### config.mk
export PLATFORM = sky130hd
export DESIGN_NAME = hex_display_scanner
export DESIGN_NICKNAME = d
export VERILOG_FILES = /design/src/rtl/hex_scan_pkg.sv /design/src/rtl/hex_seg_font.sv /design/src/rtl/hex_display_scanner.sv
export SDC_FILE = /design/constraint.sdc
export NUM_CORES = 1
export LEC_CHECK = 0
export CORE_ASPECT_RATIO = 1.25
export CORE_MARGIN = 1
export CORE_UTILIZATION = 40
export CTS_CLUSTER_DIAMETER = 50
export DETAILED_ROUTE_END_ITERATION = 6
export PLACE_DENSITY = 0.73
export SLEW_MARGIN = 40
export SYNTH_ARGS = -nofsm -noshare
export SYNTH_HDL_FRONTEND = slang
export SYNTH_SLANG_ARGS = --single-unit
### constraint.sdc
create_clock -name clk -period 4.35 [get_ports clk]
set_input_delay 0.87 -clock clk [delete_from_list [all_inputs] [get_ports clk]]
set_output_delay 0.87 -clock clk [all_outputs]
set_load 0.1 [all_outputs]
### src/rtl/hex_scan_pkg.sv
// ============================================================================
//  Module   : hex_scan_pkg
//  Brief    : Shared constants for the seven-segment hex scanner: segment
//             font, dark pattern and PWM step helper.
//  Revision : 1.0  initial release
// ============================================================================
`default_nettype none

package hex_scan_pkg;

    // Segment pattern {a,b,c,d,e,f,g,dp}, active-low
    typedef logic [7:0] seg_t;

    // All segments off
    localparam seg_t SEG_OFF = 8'hFF;

    // Hex font with the decimal point off; bit0 is replaced by the dp logic
    localparam seg_t FONT [16] = '{
        8'h03, 8'h9F, 8'h25, 8'h0D,   // 0 1 2 3
        8'h99, 8'h49, 8'h41, 8'h1F,   // 4 5 6 7
        8'h01, 8'h09, 8'h11, 8'hC1,   // 8 9 A b
        8'h63, 8'h85, 8'h61, 8'h71    // C d E F
    };

    // Lit cycles contributed by one brightness code step
    function automatic int step(input int div, input int guard, input int bright_w);
        return (div - guard) >> bright_w;
    endfunction

endpackage : hex_scan_pkg

`default_nettype wire

### src/rtl/hex_seg_font.sv
// ============================================================================
//  Module   : hex_seg_font
//  Brief    : Combinational hex nibble + decimal point to active-low
//             seven-segment pattern {a,b,c,d,e,f,g,dp}.
//  Revision : 1.0  initial release
// ============================================================================
`default_nettype none

module hex_seg_font
    import hex_scan_pkg::*;
(
    input  logic [3:0] nibble,
    input  logic       dp,
    output logic [7:0] seg
);

    seg_t w_glyph;

    // Font lookup; the dp segment is lit (low) when dp is set
    always_comb begin
        w_glyph = FONT[nibble];
        seg     = {w_glyph[7:1], ~dp};
    end

endmodule : hex_seg_font

`default_nettype wire

### src/rtl/hex_display_scanner.sv
// ============================================================================
//  Module   : hex_display_scanner
//  Brief    : Time-multiplexed common-anode seven-segment hex driver with
//             per-frame input snapshot, anti-ghosting guard and PWM dimming.
//             Define HEXSCAN_LZS_EN to add the lzs (leading-zero suppression)
//             input port.
//  Revision : 1.0  initial release
// ============================================================================
`default_nettype none

module hex_display_scanner
    import hex_scan_pkg::*;
#(
    parameter int DIGITS   = 8,
    parameter int DIV      = 1024,
    parameter int GUARD    = 16,
    parameter int BRIGHT_W = 4
) (
    input  logic                  clk,
    input  logic                  rst,
    input  logic                  en,
    input  logic [4*DIGITS-1:0]   in,
    input  logic [DIGITS-1:0]     blank,
    input  logic [DIGITS-1:0]     dp,
    input  logic [BRIGHT_W-1:0]   bright,
`ifdef HEXSCAN_LZS_EN
    input  logic                  lzs,
`endif
    output logic [DIGITS-1:0]     id,
    output logic [7:0]            out,
    output logic                  frame
);

    localparam int c_cnt_w = (DIV > 1) ? $clog2(DIV) : 1;
    localparam int c_dig_w = (DIGITS > 1) ? $clog2(DIGITS) : 1;

    localparam logic [c_cnt_w-1:0] c_cnt_last = c_cnt_w'(DIV - 1);
    localparam logic [c_dig_w-1:0] c_dig_last = c_dig_w'(DIGITS - 1);
    localparam logic [DIGITS-1:0]  c_dig_one  = DIGITS'(1);
    localparam logic [31:0]        c_guard    = 32'(GUARD);
    localparam logic [31:0]        c_step     = 32'(step(DIV, GUARD, BRIGHT_W));

    // State
    logic [c_cnt_w-1:0]  r_cnt_q;
    logic [c_dig_w-1:0]  r_dig_q;
    logic [4*DIGITS-1:0] r_in_q;
    logic [DIGITS-1:0]   r_blank_q;
    logic [DIGITS-1:0]   r_dp_q;
    logic [DIGITS-1:0]   r_id_q;
    logic [7:0]          r_out_q;
    logic                r_frame_q;

    // Next-state
    logic [c_cnt_w-1:0]  w_cnt_d;
    logic [c_dig_w-1:0]  w_dig_d;
    logic [4*DIGITS-1:0] w_in_d;
    logic [DIGITS-1:0]   w_blank_d;
    logic [DIGITS-1:0]   w_dp_d;
    logic [DIGITS-1:0]   w_id_d;
    logic [7:0]          w_out_d;
    logic                w_frame_d;

    logic                w_snap;
    logic [DIGITS-1:0]   w_supp;
    logic [31:0]         w_cnt_wide;
    logic [31:0]         w_on_lim;
    logic                w_lit;
    logic [3:0]          w_nibble;
    logic                w_dp_cur;
    logic [7:0]          w_glyph;

    // Slot counter and digit index; both held at zero while disabled
    always_comb begin
        w_cnt_d = r_cnt_q;
        w_dig_d = r_dig_q;
        if (!en) begin
            w_cnt_d = '0;
            w_dig_d = '0;
        end else if (r_cnt_q == c_cnt_last) begin
            w_cnt_d = '0;
            w_dig_d = (r_dig_q == c_dig_last) ? '0 : r_dig_q + 1'b1;
        end else begin
            w_cnt_d = r_cnt_q + 1'b1;
        end
    end

    // Frame snapshot of value, blank and dp at the start of digit 0's slot
    always_comb begin
        w_snap    = en && (r_cnt_q == '0) && (r_dig_q == '0);
        w_in_d    = w_snap ? in    : r_in_q;
        w_blank_d = w_snap ? blank : r_blank_q;
        w_dp_d    = w_snap ? dp    : r_dp_q;
    end

`ifdef HEXSCAN_LZS_EN
    logic w_run;

    // Leading-zero suppression: walk down from the top digit while the digit
    // is a zero without dp; digit 0 always stays visible
    always_comb begin
        w_supp = '0;
        w_run  = lzs;
        for (int i = DIGITS - 1; i >= 1; i--) begin
            w_run     = w_run && (r_in_q[4*i +: 4] == 4'h0) && !r_dp_q[i];
            w_supp[i] = w_run;
        end
    end
`else
    assign w_supp = '0;
`endif

    // Current digit's glyph from the shadow registers
    always_comb begin
        w_nibble = r_in_q[{r_dig_q, 2'b00} +: 4];
        w_dp_cur = r_dp_q[r_dig_q];
    end

    hex_seg_font u_font (
        .nibble (w_nibble),
        .dp     (w_dp_cur),
        .seg    (w_glyph)
    );

    // PWM window after the dark guard; bright is sampled live every cycle
    always_comb begin
        w_cnt_wide = 32'(r_cnt_q);
        w_on_lim   = c_guard + 32'(bright) * c_step;
        w_lit      = en
                     && (w_cnt_wide >= c_guard)
                     && (w_cnt_wide <  w_on_lim)
                     && !r_blank_q[r_dig_q]
                     && !w_supp[r_dig_q];
        w_id_d     = w_lit ? ~(c_dig_one << r_dig_q) : '1;
        w_out_d    = w_lit ? w_glyph : SEG_OFF;
        w_frame_d  = w_snap;
    end

    // State and registered outputs, asynchronously reset to dark
    always_ff @(posedge clk or posedge rst) begin
        if (rst) begin
            r_cnt_q   <= '0;
            r_dig_q   <= '0;
            r_in_q    <= '0;
            r_blank_q <= '0;
            r_dp_q    <= '0;
            r_id_q    <= '1;
            r_out_q   <= SEG_OFF;
            r_frame_q <= 1'b0;
        end else begin
            r_cnt_q   <= w_cnt_d;
            r_dig_q   <= w_dig_d;
            r_in_q    <= w_in_d;
            r_blank_q <= w_blank_d;
            r_dp_q    <= w_dp_d;
            r_id_q    <= w_id_d;
            r_out_q   <= w_out_d;
            r_frame_q <= w_frame_d;
        end
    end

    assign id    = r_id_q;
    assign out   = r_out_q;
    assign frame = r_frame_q;

endmodule : hex_display_scanner

`default_nettype wire
# Word-level counts from Yosys, hierarchy flattened
# Memory sizes are Yosys's and may differ from the RTL's.
# Index checks and enable logic that the tools add are counted.
# word_totals
reg_bits	78
romBits	136
in_bits	55
wordCells	50
n_memories	2
# classes
add_sub_neg	3
multipliers	1
n_lt_le_gt_ge	4
n_eq_ne	3
n_shift	2
n_mux	14
bitwise	3
n_reduce_logical	10
# memory_table
memory	depth	word_bits	rd	rd_ports_with_merged_regs	wr	line	rtl
(no name shown)	16	8	1	0	0	hex_seg_font.sv:21	w_glyph = FONT[nibble];
(no name shown)	8	1	1	0	0	hex_display_scanner.sv:132	&& !w_supp[r_dig_q];
# op_table
operator	count
$mux W8	4
$shiftx A32 B6 Y4	1
$mux W10	2
$add A5 B10 Y11 const A	1
$lt A10 B11 Y1	1
$add A10 B1 Y10 const B	1
$eq A10 B10 Y1 const B	1
$ge A10 B5 Y1 const B	1
$logic_not A10 Y1	1
$mul A4 B6 Y10 const B	1
$mux W3	3
$not A8 Y8	1
$shl A1 B3 Y8 const A	1
$bmux W1 S3	2
$logic_and A1 B1 Y1	6
$ge A5 B5 Y1 const B	1
$not A4 Y5	1
$lt A3 B4 Y1 const B	1
$add A3 B1 Y3 const B	1
$eq A3 B3 Y1 const B	1
$logic_not A3 Y1	1
$mux W1	3
$logic_not A1 Y1	2
$ne A2 B1 Y1 const B	1
$not A1 Y1	1

# Logic depth before layout (Yosys ltp)
# Gate-level depths: netlist of run 1.
# logic_depth
depth_word	7
depth_mapped	19
ltp_nobuf	18

# Cells and area by module
# From an unflattened synthesis of run 1, not the netlist that was laid out.
# hier_totals
cells_unflattened	381
hier_area_um2	4614.4
# by_module_without_submodules
mod	n_inst	cells_per_inst	area_each_um2	seq_area_each_um2
hex_display_scanner	1	349	4347.9	1971.9
hex_seg_font	1	32	266.5	0.0

# Least setup slack after synthesis of run 1
# OpenSTA, ideal clock, no wires.
# synth_path
path_kind	in2reg
start	input bright[1]
end	register r_id_q[4], in the netlist id[4]
arrival_time_ps	4455
required_ps	4286
path_slack_ps	-169
cell_stages	17
path_buffers	1
path_cell_list	fa_1 -> fa_1 -> fa_1 -> inv_1 -> fa_1 -> nor2b_1 -> o21a_1 -> nor2_1 -> xor2_1 -> ha_1 -> nand2_1 -> a31o_2 -> o211ai_1 -> a21oi_1 -> o2111a_1 -> buf_4 -> nand3_1
# synth_between
elab_chain_len	7
# synth_rtl
item	line	rtl
from (decl)	hex_display_scanner.sv:25	input logic [BRIGHT_W-1:0] bright,
$mul A4 B6 Y10	hex_display_scanner.sv:127	w_on_lim = c_guard + 32'(bright) * c_step;
$add A5 B10 Y11	hex_display_scanner.sv:127	
$lt A10 B11 Y1	hex_display_scanner.sv:130	&& (w_cnt_wide < w_on_lim)
$logic_and A1 B1 Y1	hex_display_scanner.sv:130	
$logic_and A1 B1 Y1	hex_display_scanner.sv:131	&& !r_blank_q[r_dig_q]
$logic_and A1 B1 Y1	hex_display_scanner.sv:132	
$mux W8	hex_display_scanner.sv:133	w_id_d = w_lit ? ~(c_dig_one << r_dig_q) : '1;
net w_id_d[4]	hex_display_scanner.sv:59	logic [DIGITS-1:0] w_id_d;
to (signal assigned)	hex_display_scanner.sv:155	r_id_q <= w_id_d;
to (decl)	hex_display_scanner.sv:49	logic [DIGITS-1:0] r_id_q;
# The timed path passes the listed nets, and every way through them passes these cells.
# A chain may end at the register's enable or synchronous reset.

# Worst setup path in the final report of run 1
# layout_path
start	input bright[2]
end	register r_out_q[6], in the netlist out[6]
# layout_between
elab_chain_len	7
# layout_rtl
item	line	rtl
$mul A4 B6 Y10	hex_display_scanner.sv:127	
$add A5 B10 Y11	hex_display_scanner.sv:127	
$lt A10 B11 Y1	hex_display_scanner.sv:130	
$logic_and A1 B1 Y1	hex_display_scanner.sv:130	
$logic_and A1 B1 Y1	hex_display_scanner.sv:131	
$logic_and A1 B1 Y1	hex_display_scanner.sv:132	
$mux W8	hex_display_scanner.sv:134	w_out_d = w_lit ? w_glyph : SEG_OFF;
net w_out_d[6]	hex_display_scanner.sv:60	logic [7:0] w_out_d;
to (signal assigned)	hex_display_scanner.sv:156	r_out_q <= w_out_d;
to (decl)	hex_display_scanner.sv:50	logic [7:0] r_out_q;
# The timed path passes the listed nets, and every way through them passes these cells.

==> results of run 1 <==
-- stage by stage --
stage	hold slack [ns]	setup TNS, ns	utilization (%)	setup WS, ns	instance area, µm²
5_1_grt	0.494	-2.19	53.8	-0.182	5800
3_3_place_gp	0.453	-12.16	50.7	-0.801	5460
2_1_floorplan	0.440	-0.159	-	-0.0310	4560
4_1_cts	0.476	0	53.1	0.00260	5720
6_report	0.473	0	53.8	0.00929	5800
3_5_place_dp	0.459	-13.71	49.9	-0.903	5380
-- registers in the layout, summed over array words and instances (netlist names) --
| name | flops |
|---|---|
| frame | 1 |
| id | 8 |
| out | 8 |
| r_blank_q | 8 |
| r_cnt_q | 10 |
| r_dig_q | 3 |
| r_dp_q | 8 |
| r_in_q | 32 |
-- final cells by class --
type,instances,area (µm²),area share (%)
Inverter,27,113,1.94
Timing Repair Buffer,99,845,14.6
Multi-Input combinational cell,331,2380,41.1
Clock inverter,4,70.1,1.21
Sequential cell,78,1970,34.0
Clock buffer,12,246,4.25
Tap cell,132,165,2.85
-- cells by family after synthesis --
logic type               share of synthesized area [%]
multiplexers                                      8.35
buffers and inverters                             5.93
adder cells (fa/ha/maj)                           15.1
XOR/XNOR                                          2.53
AND/OR/NAND/NOR                                   20.0
flip-flops                                        43.9
AO/OA/AOI/OAI                                     4.18
-- repair_timing --
action                                  4_1_cts  5_1_grt
endpoints found under the setup margin       16       16
buffers inserted                              2        2
resized for setup                            21       17
pin swaps                                    15       22
hold buffers                                  0        0
-- synthesized netlist by cell type (2+ instances only) --
cell type	instances
and3_1	4
mux2i_1	8
a31o_2	2
nand3_1	11
buf_4	5
mux4_2	12
and4_1	2
nand4_1	5
dfrtp_1	62
buf_2	5
and2_1	4
a21o_1	4
buf_6	6
nand2_1	167
nor2_1	11
nor2b_1	6
o21ai_0	4
nor3_1	3
nand2b_1	2
fa_1	7
ha_1	43
o211ai_1	2
a21oi_1	10
buf_8	2
xor2_1	8
inv_1	25
dfstp_2	16
xnor2_1	5
-- worst min path at each step --
stage                   end  slack, ns  cells after the start
3_3_place_gp     r_in_q[27]       0.45                      2
6_report       r_blank_q[2]       0.47                      2
2_1_floorplan    r_in_q[11]       0.44                      2
4_1_cts          r_in_q[26]       0.48                      2
5_1_grt          r_in_q[20]       0.49                      2
3_5_place_dp     r_in_q[31]       0.46                      2
-- power by group --
part / internal (W) / switching [W] / total (W)
Clock: 0.000516 / 0.000274 / 0.000790
Sequential: 0.000828 / 0.0000538 / 0.000882
Combinational: 0.000313 / 0.000332 / 0.000645
-- worst max-delay path, delay by kind of cell --
| family | cells | cell delay, ns |
|---|---|---|
| AND/OR/NAND/NOR | 3 | 0.23 |
| adder cells (fa/ha/maj) | 5 | 2.01 |
| buffers and inverters | 5 | 0.43 |
| AO/OA/AOI/OAI | 6 | 0.90 |
| XOR/XNOR | 1 | 0.14 |
-- routing by layer --
| metal | track usage, % | wire (µm) | vias to the layer above |
|---|---|---|---|
| met4 | 5.88 | 120 | 0 |
| met3 | 2.95 | 320 | 9 |
| li1 | - | - | 1667 |
| met5 | 0 | 0 | - |
| met1 | 21.2 | 4080 | 1608 |
| met2 | 29.5 | 4770 | 68 |
-- cells in the final DEF (no fill, tap or decap), types with 4 or more instances in the layout --
| cell | n |
|---|---|
| nand4_1 | 5 |
| buf_4 | 26 |
| nand2_2 | 4 |
| clkdlybuf4s50_1 | 51 |
| nor2_1 | 11 |
| a21oi_1 | 7 |
| nand3_1 | 6 |
| dfrtp_1 | 62 |
| fa_1 | 4 |
| mux2i_1 | 6 |
| nor2b_1 | 6 |
| ha_1 | 38 |
| nand2_1 | 163 |
| and2_1 | 4 |
| mux4_2 | 12 |
| clkbuf_16 | 9 |
| nand3_2 | 5 |
| dfstp_2 | 16 |
| and3_1 | 4 |
| xor2_1 | 8 |
| a21o_1 | 4 |
| buf_2 | 18 |
| inv_1 | 18 |
| inv_2 | 5 |
| xnor2_1 | 5 |
| ha_4 | 5 |
==> results.json, run 1 <==
{
  "synth-seq-area-share_pct": 43.9,
  "number_of_antenna_violations_at_the_first_check_in_global_routing": 0,
  "avgViaCountPerCell": 4.91,
  "startpoint_type": "input pin",
  "synth_top_area_cell": "dfrtp_1",
  "vias_in_the_first_global_route": 3410,
  "pre_repair_dr_iteration_count": 4,
  "cap_viol_max_count": 0,
  "final_net_count": 651,
  "critPathMaxStageDelay_ns": 0.57,
  "share_of_cells_above_drive_strength_1_pct": 22.9,
  "yosys.area.top_type_share_pct": 34.5,
  "core_region_area_um2": 10800,
  "die-width_um": 96.8,
  "crit_chain": "buf_8, clkinvlp_4, ha_4, fa_1, inv_2, fa_1, inv_2, fa_2, nor2b_1, o21a_1, nor2_1, xor2_1, ha_1, nand2_1, a31o_2, o211ai_1, a21oi_1, o2111a_2, buf_6, o211ai_1",
  "power_density_over_the_cells_nw_per_um2": 400,
  "initial_core_util_pct": 41.7,
  "worst-r2r-setup-slack_ns": 1.56,
  "timing.hold.worst.class": "flop to flop",
  "unrepaired_setup_endpoints_after_global_routing": "true",
  "crit-reg2reg-capture": "r_in_q[27]",
  "period_needed_ns": 4.34,
  "finalSetupViolCount": 0,
  "ys_ff_latch": 78,
  "run_status": "finished, final reports clean",
  "relative_max_transition_margin_pct": 52.7,
  "vias": 3352,
  "setup.worst_path.start": "bright[2]",
  "route.detailed.wl_per_inst_um": 13.6,
  "worstSetupPathType": "input pin to flop",
  "cts_root_buf": "clkbuf_16",
  "worst_setup_path_endpoint": "out[6]",
  "worstSkewPairLatency_ns": 0.33,
  "port_buffer_cells": 71,
  "final_cells": 683,
  "netlist_instances": 454,
  "drt_first_iter_violations": 96,
  "vdd_drop_max_mv": 0.212,
  "skew_ns": 0.00656,
  "design.die.area_um2": 11700,
  "hold_path_startpoint": "r_blank_q[2]",
  "tightest_slew_ns": 0.709,
  "flow.area_growth_from_synthesis_pct": 29.0,
  "net_count_after_synthesis": 559,
  "clock_tree_from_tritoncts": "yes",
  "fillCellCount": 954,
  "post_synth.cell_area_avg_um2": 9.90,
  "final.period_utilization_pct": 99.8,
  "dp.cells": 663,
  "cpMaxStageDelayCell": "fa_1",
  "totalPowerFinal_w": 0.00232,
  "worstSetupEndpointType": "flop",
  "largest_net_degree_at_the_start_of_global_routing": 50,
  "async_reset_ff_share_pct": 100,
  "io_pins": 72,
  "worstReg2RegStart": "r_dig_q[0]",
  "gp_congestion": 0.804,
  "number_of_antenna_violating_nets_in_the_routed_design": 0,
  "ys_dominant_reg_cell": "dfrtp_1",
  "synth_area_leaders": "dfrtp_1, nand2_1, ha_1",
  "route.final.wire_length_mm": 9.29,
  "cp_data_arrival_time_ns": 4.59,
  "floorplan.rows": 42,
  "cp_max_fo": 5,
  "max-clock-path-buffers": 2,
  "post-dp-hpwl_mm": 6.92,
  "yosys_warnings": 0,
  "slew_violations": 0,
  "cell_area_after_technology_mapping_um2": 4490,
  "timing.final.hold_violations": 0,
  "cts_buffers": 9,
  "maxClockFrequency_mhz": 230,
  "reg2reg_depth": 7,
  "synth_edf_count": 0,
  "drc": 0,
  "dieHeight_um": 121,
  "clkTransAtPathRegs_ns": 0.06,
  "data_required_time_at_the_worst_endpoint_ns": 4.60,
  "all_layer_global_routing_usage_pct": 16.9,
  "first_pass_grt_wire_length_mm": 16.0,
  "n_antenna_cell": 0,
  "synth_cell_types": 41,
  "clkSinkCount": 78,
  "total_leakage_power_nw": 2.81,
  "global_route.overflow_total": 0,
  "cts_htree_levels": 3
}
Note: power is estimated with default switching activity, not from simulation.
==> run 2, diff against run 1 <==
Settings changed: CORE_UTILIZATION 40 to 25, CTS_BUF_LIST set to sky130_fd_sc_hd__clkbuf_16, PLACE_DENSITY 0.73 to 0.53.
==> results.json, run 2 (synthesized netlist as in run 1, its figures left out) <==
{
  "run_status": "finished, final reports clean",
  "maxClockFrequency_mhz": 231,
  "final_critical_path_setup_slack_ns": 0.0142,
  "worstSetupPathType": "input pin to flop",
  "pre_repair_dr_iteration_count": 4,
  "reg.largest.list": "r_in_q (32), r_cnt_q (10)",
  "route.final.wire_length_mm": 10.0,
  "cts_buffers": 9,
  "hold_path_startpoint": "r_blank_q[6]",
  "cp_data_arrival_time_ns": 4.56,
  "cp_max_fo": 8,
  "relative_max_transition_margin_pct": 44.4,
  "groute.layer.met1.usage_pct": 14.9,
  "post-dp-hpwl_mm": 7.49,
  "use_met2_pct": 19.1,
  "clkTransAtPathRegs_ns": 0.06,
  "dieHeight_um": 152,
  "drt_first_iter_violations": 164,
  "power_density_over_the_cells_nw_per_um2": 382,
  "vias_in_the_first_global_route": 3513,
  "place_worst_setup_slack_ns": -1.00,
  "vdd_drop_max_mv": 0.162,
  "tightest_slew_ns": 0.810,
  "share_of_cells_above_drive_strength_1_pct": 22.6,
  "reg2reg_depth": 8,
  "crit-reg2reg-capture": "out[4]",
  "slew_violations": 0,
  "timing.hold.worst.class": "flop to flop",
  "finish.utilization_pct": 33.8,
  "totalNegativeSetupSlack_ns": 0,
  "period_needed_ns": 4.34,
  "skew_ns": 0.00761,
  "flow.area_growth_from_synthesis_pct": 31.4,
  "timing.final.hold_violations": 0,
  "final.period_utilization_pct": 99.7,
  "number_of_antenna_violations_at_the_first_check_in_global_routing": 0,
  "unrepaired_setup_endpoints_after_global_routing": "true",
  "startpoint_type": "input pin",
  "setup.worst_path.start": "bright[2]",
  "route.detailed.wl_per_inst_um": 13.0,
  "total_leakage_power_nw": 2.86,
  "largest_net_degree_at_the_start_of_global_routing": 59,
  "largest_register_ff_count": 32,
  "regMostFlops": "r_in_q",
  "all_layer_global_routing_usage_pct": 11.6,
  "clock_tree_from_tritoncts": "yes",
  "die-width_um": 122,
  "gp_congestion": 0.816,
  "worstSetupEndpointType": "flop",
  "use_met3_pct": 2.18,
  "io_pins": 72,
  "port_buffer_cells": 71,
  "whs_path_depth": 2,
  "most_frequent_cells_in_the_layout": "nand2_1, dfrtp_1, clkdlybuf4s50_1",
  "design.die.area_um2": 18500,
  "number_of_antenna_violating_nets_in_the_routed_design": 0,
  "busiest_layer": "met2",
  "max-clock-path-buffers": 2,
  "worstSkewPairLatency_ns": 0.34,
  "clkSinkCount": 78,
  "avgViaCountPerCell": 4.27,
  "cap_viol_max_count": 0,
  "initial_core_util_pct": 25.7,
  "global_route.overflow_total": 0,
  "vias": 3296,
  "n_antenna_cell": 0,
  "first_pass_grt_wire_length_mm": 16.8,
  "drc": 0,
  "worst-r2r-setup-slack_ns": 1.43,
  "finalSetupViolCount": 0,
  "layout_commonest_cell": "nand2_1",
  "data_required_time_at_the_worst_endpoint_ns": 4.58,
  "floorplan.rows": 54,
  "cts_root_buf": "clkbuf_16",
  "cts_htree_levels": 3,
  "final_net_count": 648,
  "cts-hold-fix-buffers": 0,
  "worstReg2RegStart": "r_dig_q[2]",
  "whs_endpoint": "r_blank_q[6]",
  "core_region_area_um2": 17500
}
==> run 2: what timing repair did <==
| action | CTS | global route |
|---|---|---|
| resized for setup | 23 | 19 |
| setup endpoints to repair | 16 | 16 |
| cloned | 1 | 0 |
| buffers inserted | 6 | 2 |
| pin swaps | 18 | 24 |
==> run 2: how the worst max path moves through the flow <==
| stage | slack, ns | end | cells after the start |
|---|---|---|---|
| 3_5_place_dp | -1.00 | out[2] | 17 |
| 6_report | 0.01 | out[6] | 18 |
| 3_3_place_gp | -0.87 | out[2] | 17 |
| 4_1_cts | -0.03 | out[6] | 19 |
| 2_1_floorplan | -0.03 | id[4] | 19 |
| 5_1_grt | -0.20 | out[6] | 18 |
==> run 2: area by class of cell <==
| class | count | area [µm²] |
|---|---|---|
| Tap cell | 224 | 280 |
| Timing Repair Buffer | 96 | 850 |
| Multi-Input combinational cell | 331 | 2400 |
| Sequential cell | 78 | 1970 |
| Clock inverter | 7 | 66.3 |
| Clock buffer | 9 | 225 |
| Inverter | 27 | 115 |
| Fill cell | 1801 | 11600 |
==> run 2: where the power goes <==
| part | internal, W | total, W | switching, W |
|---|---|---|---|
| Combinational | 0.000306 | 0.000639 | 0.000333 |
| Sequential | 0.000828 | 0.000881 | 0.0000533 |
| Clock | 0.000441 | 0.000736 | 0.000295 |
==> run 2: layer usage <==
layer  share of wire (%)  wire length (µm)
met1                  46              4610
met2                  48              4860
met3                 3.5               350
met5                   0                 0
met4                 2.0               204
==> run 2: through the flow <==
step / area (µm²) / hold slack, ns / instances / total power, W
3_3_place_gp: 5520 / 0.453 / 748 / 0.00149
5_1_grt: 5910 / 0.501 / 772 / 0.00241
3_5_place_dp: 5440 / 0.461 / 748 / 0.00151
4_1_cts: 5840 / 0.476 / 771 / 0.00227
2_1_floorplan: 4560 / 0.440 / 454 / 0.00133
6_report: 5910 / 0.471 / 772 / 0.00226
==> run 2: worst max-delay path, cell delays in order <==
cell      delay, ns
buf_8          0.11
fa_2           0.39
inv_2          0.08
fa_1           0.45
inv_2          0.08
fa_1           0.45
ha_1           0.29
a21o_1         0.20
a21oi_2        0.13
xor2_1         0.19
ha_1           0.30
a21oi_2        0.14
a31o_2         0.15
o211ai_1       0.09
a21oi_1        0.15
o2111a_2       0.29
buf_12         0.13
o211ai_1       0.09
